## src/rtl/pwm_pkg.sv

```systemverilog
// ----------------------------------------------------------------------------
// pwm_pkg
//  Shared types and constants for the PWM capture block.
//  cap_state_t : capture FSM state (IDLE / ARM / MEAS)
//  SYNC_N_MIN  : smallest synchroniser depth that is safe for an async input
// ----------------------------------------------------------------------------
package pwm_pkg;

   typedef enum logic [1:0] {
      IDLE = 2'd0,   // capture disabled, counters held at 0
      ARM  = 2'd1,   // enabled, waiting for the first rising edge
      MEAS = 2'd2    // reference edge seen, every further rise is a measurement
   } cap_state_t;

   localparam int SYNC_N_MIN = 2;

endpackage

```

## src/rtl/sync_ff.sv

```systemverilog
// ----------------------------------------------------------------------------
// sync_ff
//  Plain N-flop synchroniser for a single asynchronous bit.
//  Ports:
//   clk   in  clock, rising edge
//   rst_n in  asynchronous reset, active low (all flops cleared to 0)
//   d     in  asynchronous input
//   q     out synchronised output, N clk cycles behind d
// ----------------------------------------------------------------------------
module sync_ff #(
   parameter int N = 2
) (
   input  logic clk,
   input  logic rst_n,
   input  logic d,
   output logic q
);

   logic [N-1:0] sr_q;
   logic [N-1:0] sr_d;

   always_comb begin
      sr_d = {sr_q[N-2:0], d};
   end

   always_ff @(posedge clk or negedge rst_n) begin
      if (!rst_n) begin
         sr_q <= '0;
      end else begin
         sr_q <= sr_d;
      end
   end

   assign q = sr_q[N-1];

endmodule

```

## src/rtl/pwm_capture.sv

```systemverilog
// ----------------------------------------------------------------------------
// pwm_capture
//  Receive side of the PWM generator: measures period (rise to rise) and high
//  time of an asynchronous PWM input, in clk cycles. per/thr use the same
//  format as the generator's inputs so a captured waveform can be replayed.
//  Ports:
//   clk       in   clock, rising edge
//   rst_n     in   asynchronous reset, active low
//   en        in   capture enable
//   pwm_in    in   PWM input, asynchronous to clk
//   clr_ovf   in   single-cycle pulse clearing the sticky ovf flag
//   per       out  last measured period
//   thr       out  last measured high time
//   meas_vld  out  1-cycle pulse, per/thr updated this cycle
//   ovf       out  sticky: no rising edge within 2**W-1 cycles
//   lvl       out  synchronised pwm_in level
//   dbg_state out  current capture FSM state
//  Handshake: meas_vld is a pure strobe with no ready; per/thr are registers
//  that stay valid until the next strobe, so a consumer may sample them at
//  any time and will never see a torn pair.
// ----------------------------------------------------------------------------
module pwm_capture
   import pwm_pkg::*;
#(
   parameter int W      = 8,
   parameter int SYNC_N = 2
) (
   input  logic         clk,
   input  logic         rst_n,
   input  logic         en,
   input  logic         pwm_in,
   input  logic         clr_ovf,
   output logic [W-1:0] per,
   output logic [W-1:0] thr,
   output logic         meas_vld,
   output logic         ovf,
   output logic         lvl,
   output cap_state_t   dbg_state
);

   // A depth below the safe minimum is silently raised rather than trusted.
   localparam int SYNC_EFF = (SYNC_N < SYNC_N_MIN) ? SYNC_N_MIN : SYNC_N;
   localparam logic [W-1:0] CNT_MAX = {W{1'b1}};
   localparam logic [W-1:0] CNT_ONE = W'(1);

   logic         pwm_s;
   logic         pwm_q,      pwm_d;
   logic         rise;
   logic         timeout;

   cap_state_t   state_q,    state_d;
   logic [W-1:0] cyc_cnt_q,  cyc_cnt_d;
   logic [W-1:0] hi_cnt_q,   hi_cnt_d;
   logic [W-1:0] per_q,      per_d;
   logic [W-1:0] thr_q,      thr_d;
   logic         meas_vld_q, meas_vld_d;
   logic         ovf_q,      ovf_d;

   sync_ff #(.N(SYNC_EFF)) u_sync (
      .clk   (clk),
      .rst_n (rst_n),
      .d     (pwm_in),
      .q     (pwm_s)
   );

   assign pwm_d = pwm_s;
   assign rise  = pwm_s & ~pwm_q;

   always_comb begin
      state_d    = state_q;
      cyc_cnt_d  = cyc_cnt_q;
      hi_cnt_d   = hi_cnt_q;
      per_d      = per_q;
      thr_d      = thr_q;
      meas_vld_d = 1'b0;
      timeout    = 1'b0;

      if (!en) begin
         // Disable overrides everything, including a coinciding rise or
         // timeout: the partial period is dropped and per/thr are kept.
         state_d   = IDLE;
         cyc_cnt_d = '0;
         hi_cnt_d  = '0;
      end else begin
         case (state_q)
            IDLE: begin
               cyc_cnt_d = '0;
               hi_cnt_d  = '0;
               state_d   = ARM;
            end
            ARM, MEAS: begin
               if (rise) begin
                  // The rise cycle itself is the first cycle of the new
                  // period and is always high, hence both restart at 1.
                  cyc_cnt_d = CNT_ONE;
                  hi_cnt_d  = CNT_ONE;
                  state_d   = MEAS;
                  if (state_q == MEAS) begin
                     per_d      = cyc_cnt_q;
                     thr_d      = hi_cnt_q;
                     meas_vld_d = 1'b1;
                  end
               end else if (cyc_cnt_q == CNT_MAX) begin
                  // Stuck input (0 % or 100 % duty, or too long a period):
                  // flag it and re-arm so the next two rises measure again.
                  timeout   = 1'b1;
                  cyc_cnt_d = '0;
                  hi_cnt_d  = '0;
                  state_d   = ARM;
               end else begin
                  cyc_cnt_d = cyc_cnt_q + CNT_ONE;
                  hi_cnt_d  = (hi_cnt_q == CNT_MAX) ? CNT_MAX
                            : hi_cnt_q + {{(W-1){1'b0}}, pwm_s};
               end
            end
            default: begin
               state_d   = IDLE;
               cyc_cnt_d = '0;
               hi_cnt_d  = '0;
            end
         endcase
      end

      // Set has priority over clear so a timeout is never lost.
      if (timeout) begin
         ovf_d = 1'b1;
      end else if (clr_ovf) begin
         ovf_d = 1'b0;
      end else begin
         ovf_d = ovf_q;
      end
   end

   always_ff @(posedge clk or negedge rst_n) begin
      if (!rst_n) begin
         state_q    <= IDLE;
         pwm_q      <= 1'b0;
         cyc_cnt_q  <= '0;
         hi_cnt_q   <= '0;
         per_q      <= '0;
         thr_q      <= '0;
         meas_vld_q <= 1'b0;
         ovf_q      <= 1'b0;
      end else begin
         state_q    <= state_d;
         pwm_q      <= pwm_d;
         cyc_cnt_q  <= cyc_cnt_d;
         hi_cnt_q   <= hi_cnt_d;
         per_q      <= per_d;
         thr_q      <= thr_d;
         meas_vld_q <= meas_vld_d;
         ovf_q      <= ovf_d;
      end
   end

   assign per       = per_q;
   assign thr       = thr_q;
   assign meas_vld  = meas_vld_q;
   assign ovf       = ovf_q;
   assign lvl       = pwm_s;
   assign dbg_state = state_q;

endmodule

```

## config.mk

```make
export PLATFORM = sky130hd
export DESIGN_NAME = pwm_capture
export DESIGN_NICKNAME = d
export VERILOG_FILES = /design/src/rtl/pwm_pkg.sv /design/src/rtl/sync_ff.sv /design/src/rtl/pwm_capture.sv
export SDC_FILE = /design/constraint.sdc
export NUM_CORES = 1
export LEC_CHECK = 0
export BUFFER_PORTS_ARGS = -buffer_cell sky130_fd_sc_hd__buf_2
export CELL_PAD_IN_SITES_DETAIL_PLACEMENT = 2
export CELL_PAD_IN_SITES_GLOBAL_PLACEMENT = 2
export CORE_MARGIN = 4
export CORE_UTILIZATION = 40
export DETAILED_ROUTE_END_ITERATION = 6
export MAX_ROUTING_LAYER = met4
export PLACE_DENSITY_LB_ADDON = 0.1
export REMOVE_ABC_BUFFERS = 1
export SYNTH_ARGS = -nofsm -noshare
export SYNTH_HDL_FRONTEND = slang
export SYNTH_HIERARCHICAL = 1
export SYNTH_SLANG_ARGS = --single-unit
```

## constraint.sdc

```tcl
create_clock -name clk -period 3.9 [get_ports clk]
set_input_delay 0.39 -clock clk [delete_from_list [all_inputs] [get_ports clk]]
set_output_delay 0.39 -clock clk [all_outputs]
set_load 0.005 [all_outputs]
```

* Yosys cells after proc, flatten, opt, wreduce, memory -nomap -nowiden *
Cells that the tools add are included.

storage, ports and cells
  flip-flop bits (word level) = 39
  bits of input ports = 5
  output and inout port bits = 21

operators by class
  eq/ne operators = 5
  add/subtract/negate cells = 2
  reduce and logical (&&, ||, !) cells = 4
  multiplexer cells = 23
  bitwise gates (word level) = 2

operator list
  operator               count
  $mux W8                9
  $eq A8 B8 Y1 const B   2
  $mux W1                10
  $add A8 B1 Y8          1
  $add A8 B1 Y8 const B  1
  $mux W2                3
  $ne A4 B4 Y1 const B   1
  $pmux W2 S2            1
  $reduce_and A4 Y1      1
  $eq A2 B1 Y1 const B   1
  $eq A2 B2 Y1 const B   1
  $logic_not A2 Y1       1
  $reduce_bool A2 Y1     1
  $reduce_or A2 Y1       1
  $and A1 B1 Y1          1
  $not A1 Y1             1

* Depth between registers and ports, before layout *
  depth after elaboration = 6
  gate-level depth with buffers = 6
  gate-level depth less buffers = 5

* Cells and area by module *
Netlist, hierarchy kept.

modules (own cells, without submodules)
  module       cells an instance  area an instance (um^2)  times used  sequential area each (um^2)
  pwm_capture  136                1661.6                   1           925.9
  sync_ff      2                  50.0                     1           50.0

* Worst setup path before layout *
No wires, ideal clock.

  path kind = register to register
  start = register state_q[0] (netlist: dbg_state[0])
  end = register per_q[0] (netlist: per[0])
  arrival = 1302 ps
  path buffers = 1
  cell stages (with the launch flop) = 6
  clock period less this slack = 1426 ps
  slack = 2474 ps
  cells stage by stage = dfrtp_1 inv_1 ha_1 nand3_2 buf_4 mux2_2

between the ends
  word-level cells in the longest chain between the ends = 3

ends and longest elaborated chain
  item                                          RTL line                              RTL
  start, declared                               pwm_capture.sv:51                     cap_state_t state_q, state_d;
  start signal, assigned                        pwm_capture.sv:145                    state_q <= state_d;
  $eq A2 B2 Y1 or $eq A2 B1 Y1 (tied branches)  pwm_capture.sv:85, pwm_capture.sv:98
  $reduce_or A2 Y1                              pwm_capture.sv:85                     case (state_q)
  $reduce_and A4 Y1 (no line) *                 -
  end signal, assigned                          pwm_capture.sv:149                    per_q <= per_d;
  end, declared                                 pwm_capture.sv:54                     logic [W-1:0] per_q, per_d;

Mark *: on every way between the ends. The rest lies on a longest branch, timed or not.
A chain may end at the register's enable or synchronous reset.

* Worst setup path in the final report *
  start = register cyc_cnt_q[0]
  end = register state_q[1] (netlist: dbg_state[1])

between the ends
  word-level cells in the longest chain between the ends = 2

ends and longest elaborated chain
  item                    RTL line            RTL
  start, declared         pwm_capture.sv:52   logic [W-1:0] cyc_cnt_q, cyc_cnt_d;
  start signal, assigned  pwm_capture.sv:147  cyc_cnt_q <= cyc_cnt_d;
  $eq A8 B8 Y1            pwm_capture.sv:103  end else if (cyc_cnt_q == CNT_MAX) begin
  $ne A4 B4 Y1 (no line)  -

Every way passes these cells.

==> impl.org <==
** Status
- The flow ran to the end, and the final reports show no timing, DRC or antenna violations.

** CTS
- CTS tree :: done
- The number of clock buffers added by TritonCTS is 5.
- CTS built an H-tree with a depth of 2.
- Deepest clock path buffer count :: 2
- The tree built by TritonCTS fans out to 39 sinks.
- Latest clock arrival within the worst-skew pair :: 0.29 ns
- Cell at the root of the clock tree :: sky130_fd_sc_hd__clkbuf_8
- Once the clock tree was built, the setup fixing pass inserted 0 buffers.
- Post-CTS repair changed the size of 0 cells.
- After clock tree synthesis, the clock-pin slew on the worst setup and hold paths is 0.08 ns.
- Hold repair after CTS inserted 0 buffers.

** STA
- Final count of pins violating max slew :: 0
- Setup total negative slack on the finished layout was measured at 0 ns.
- Of the available clock period, the critical path in the final layout requires 0.470.
- Setup repair after global routing left no endpoint under its margin.
- Based on the critical path, the design can be clocked at up to 545 MHz.
- For the final database, setup skew stands at 0.00952 ns.
- Number of setup violations in the final report :: 0
- For the finished layout, the period the worst path requires is 1.83 ns.
- Pin slew with the least headroom to its limit :: 0.859 ns
- In this run the tightest slew margin relative to its limit is 0.427.
- Setup slack closes at 2.07 ns.
- The number of failing hold endpoints at the final stage came to 0.

** Floorplanning
- The floorplan has 23 rows.
- Die Wd :: 73.4 um
- I/O pins :: 26
- Starting utilization of the core area :: 0.422
- Area of the core :: 0.00406 sq mm
- Vertical die dimension :: 73.4 um
- The die covers 0.00539 sq mm.

** Global routing
- The initial antenna violation count came to 0.
- The number of global-route vias before repair is 1381.
- Congestion Overflow GR :: 0
- Entering global routing, the biggest net connects 40 pins.
- For this run, the total global-route usage over all layers was measured as 0.178.
- First-pass GRT wire length :: 7040 um

** Drt
- Initial detailed-routing violation count :: 56
- For this block, the routed nets add up to 4080 um of wire.
- Per-cell via count in the routed design :: 5.49
- In the routed design, unresolved DRC markers number 0.
- Total iterations of the first detailed-routing run :: 4
- Once detail routing completed, the nets flagged for antenna violations numbered 0.
- After detailed routing, the average wire length per cell comes to 18.7 um.
- Vias :: 1197

** Placed design
- Count of buffers inserted at the top-level ports :: 25
- Post-DP HPWL :: 2830 um
- Final RePlAce weighted congestion :: 0.798
- Before CTS, the worst setup slack after placement is 2.05 ns.

** Setup path
- Internal reg-to-reg setup slack :: 2.07 ns
- Worst-path fanout max :: 11
- RR Startpoint :: cyc_cnt_q[0]
- The worst setup path is captured at a flop.
- The setup path with the least slack is of type flop to flop.
- STA classifies the critical path startpoint as a flop.
- STA puts the critical path data required time at 4.05 ns.
- STA puts the critical path data arrival time at 1.98 ns.
- In this run the worst setup path begins at cyc_cnt_q[0].

** Logic synthesis
- The synthesized design contains 0 enable-type register cells.
- In this run the cell area of the synthesized design comes to 0.00171 sq mm.
- Number of distinct library cells after synthesis :: 38
- After synthesis, the cell types taking the most area are sky130_fd_sc_hd__dfrtp_1, sky130_fd_sc_hd__mux2_2, sky130_fd_sc_hd__ha_1.
- Fraction of post-synthesis cell area in the top cell type by area :: 0.570
- Summed over all instances, the cell type with the most area after synthesis is sky130_fd_sc_hd__dfrtp_1.
- After technology mapping, the gate count stands at 138.
- Number of synthesized register bits :: 39
- Most used flip-flop cell after synthesis :: sky130_fd_sc_hd__dfrtp_1
- Syn. warnings :: 6
- Share of flip-flops with an asynchronous set or reset :: 1.00
- Seq/Total Area, Yosys :: 0.570
- After synthesis, the mean cell area works out to 12.4 sq um.

** Job
- The tool flagged a number of max-cap violations equal to 0.

** Cells and area
- Measured on the finished design, the core utilization comes to 0.491.
- The final layout contains 178 nets.
- Fraction of layout instances using a drive strength above 1 :: 0.339
- Counting the fill cells in the layout gives 431.
- Number of antenna repair diodes :: 0
- Area taken by multi-input logic gates :: 689 sq um
- The area growth from synthesis to layout is 16.4%.
- Summing all flip-flop and latch instances after layout gives 976 sq um.

** Power and ir drop
- Power Dens Cells :: 425 mW/mm^2
- For this design the static power due to leakage is 0.988 nW.
- The worst-case IR drop observed on VDD is 0.223 mV.

** Worst hold path
- In this run the worst hold path is classified as primary input to async pin.
## power by group
group | switching (W) | internal [W]
clock | 0.000146 | 0.000191
combinational | 0.0000490 | 0.0000285
sequential | 0.0000146 | 0.000418
total | 0.000209 | 0.000637
## sequential cells by signal, indices dropped and copies added, names as in the netlist, 2 cells and up
name / cells
dbg_state: 2
thr: 8
hi_cnt_q: 8
per: 8
cyc_cnt_q: 8
u_sync/sr_q: 2
## final cells by class
cell class / count / area share
well taps: 50 / 0.0314
flip-flops and latches: 39 / 0.490
inverters: 7 / 0.0132
clock buffers: 5 / 0.0345
multi-input cells: 89 / 0.346
clock inverters: 3 / 0.0220
repair buffers: 25 / 0.0628
## layer usage
| metal | vias up | track usage | part of all wire | wire length (um) |
|---|---|---|---|---|
| met1 | 612 | 0.226 | 0.46 | 1860 |
| met5 | - | - | 0 | 0 |
| met2 | 25 | 0.288 | 0.50 | 2030 |
| li1 | 558 | - | - | - |
| met3 | 2 | 0.0410 | 0.042 | 173 |
| met4 | 0 | 0.0423 | 0.0047 | 19 |
## final timing paths
| kind | endpoint | cells past startpoint |
|---|---|---|
| setup / recovery | dbg_state[1] | 4 |
| hold / removal | per[3] | 1 |
| setup reg to reg | dbg_state[1] | 4 |
| hold reg to reg | u_sync/sr_q[1] | 0 |
| max in group asynchronous | thr[7] | 1 |
| min in group clk | u_sync/sr_q[0] | 1 |
## logic make-up after synthesis
| group | Yosys count | share of synthesized area |
|---|---|---|
| mux | 16 | 0.105 |
| flops | 39 | 0.570 |
| buf+inv | 10 | 0.0270 |
| compound gates | 26 | 0.100 |
| xor+xnor | 5 | 0.0256 |
| simple gates | 36 | 0.128 |
| fa+ha+maj | 6 | 0.0439 |
## cell usage in the layout (no fill, tap or decap), types with 3 or more instances in the layout
cell type / count
sky130_fd_sc_hd__nand2_1: 4
sky130_fd_sc_hd__buf_2: 25
sky130_fd_sc_hd__nand3_1: 6
sky130_fd_sc_hd__xor2_1: 3
sky130_fd_sc_hd__ha_1: 6
sky130_fd_sc_hd__inv_1: 7
sky130_fd_sc_hd__mux2_2: 16
sky130_fd_sc_hd__nor2_1: 5
sky130_fd_sc_hd__clkbuf_8: 5
sky130_fd_sc_hd__dfrtp_1: 39
sky130_fd_sc_hd__or3_1: 3
sky130_fd_sc_hd__a21oi_1: 8
sky130_fd_sc_hd__a31oi_1: 3
sky130_fd_sc_hd__o21ai_0: 4
sky130_fd_sc_hd__nand4_1: 3
## cell usage after synthesis (all sizes together) (2+ instances only)
cell,number
nor2,5
a21oi,9
and3,2
buf,3
inv,7
a211oi,2
dfrtp,39
nor3,2
a31oi,3
or3,4
and4,3
nand3,7
mux2,16
xor2,3
xnor2,2
nand4,3
nand2,5
o21ai,4
ha,6
## through the flow
step	hold WS [ns]	instance area, sq um	cells	power [W]
floorplan	0.0944	1690	135	0.000482
global placement	0.336	1880	210	0.000514
detailed placement	0.340	1880	210	0.000520
CTS	0.205	1990	218	0.000860
global route	0.213	1990	218	0.000896
finish	0.207	1990	218	0.000846
## critical path, stage by stage (launching register included)
cell and delay (ns):
sky130_fd_sc_hd__dfrtp_1 0.41, sky130_fd_sc_hd__ha_1 0.25, sky130_fd_sc_hd__nand4_1 0.28, sky130_fd_sc_hd__o211ai_2 0.58, sky130_fd_sc_hd__o22ai_1 0.17
Note: power is estimated with default switching activity, not from simulation.
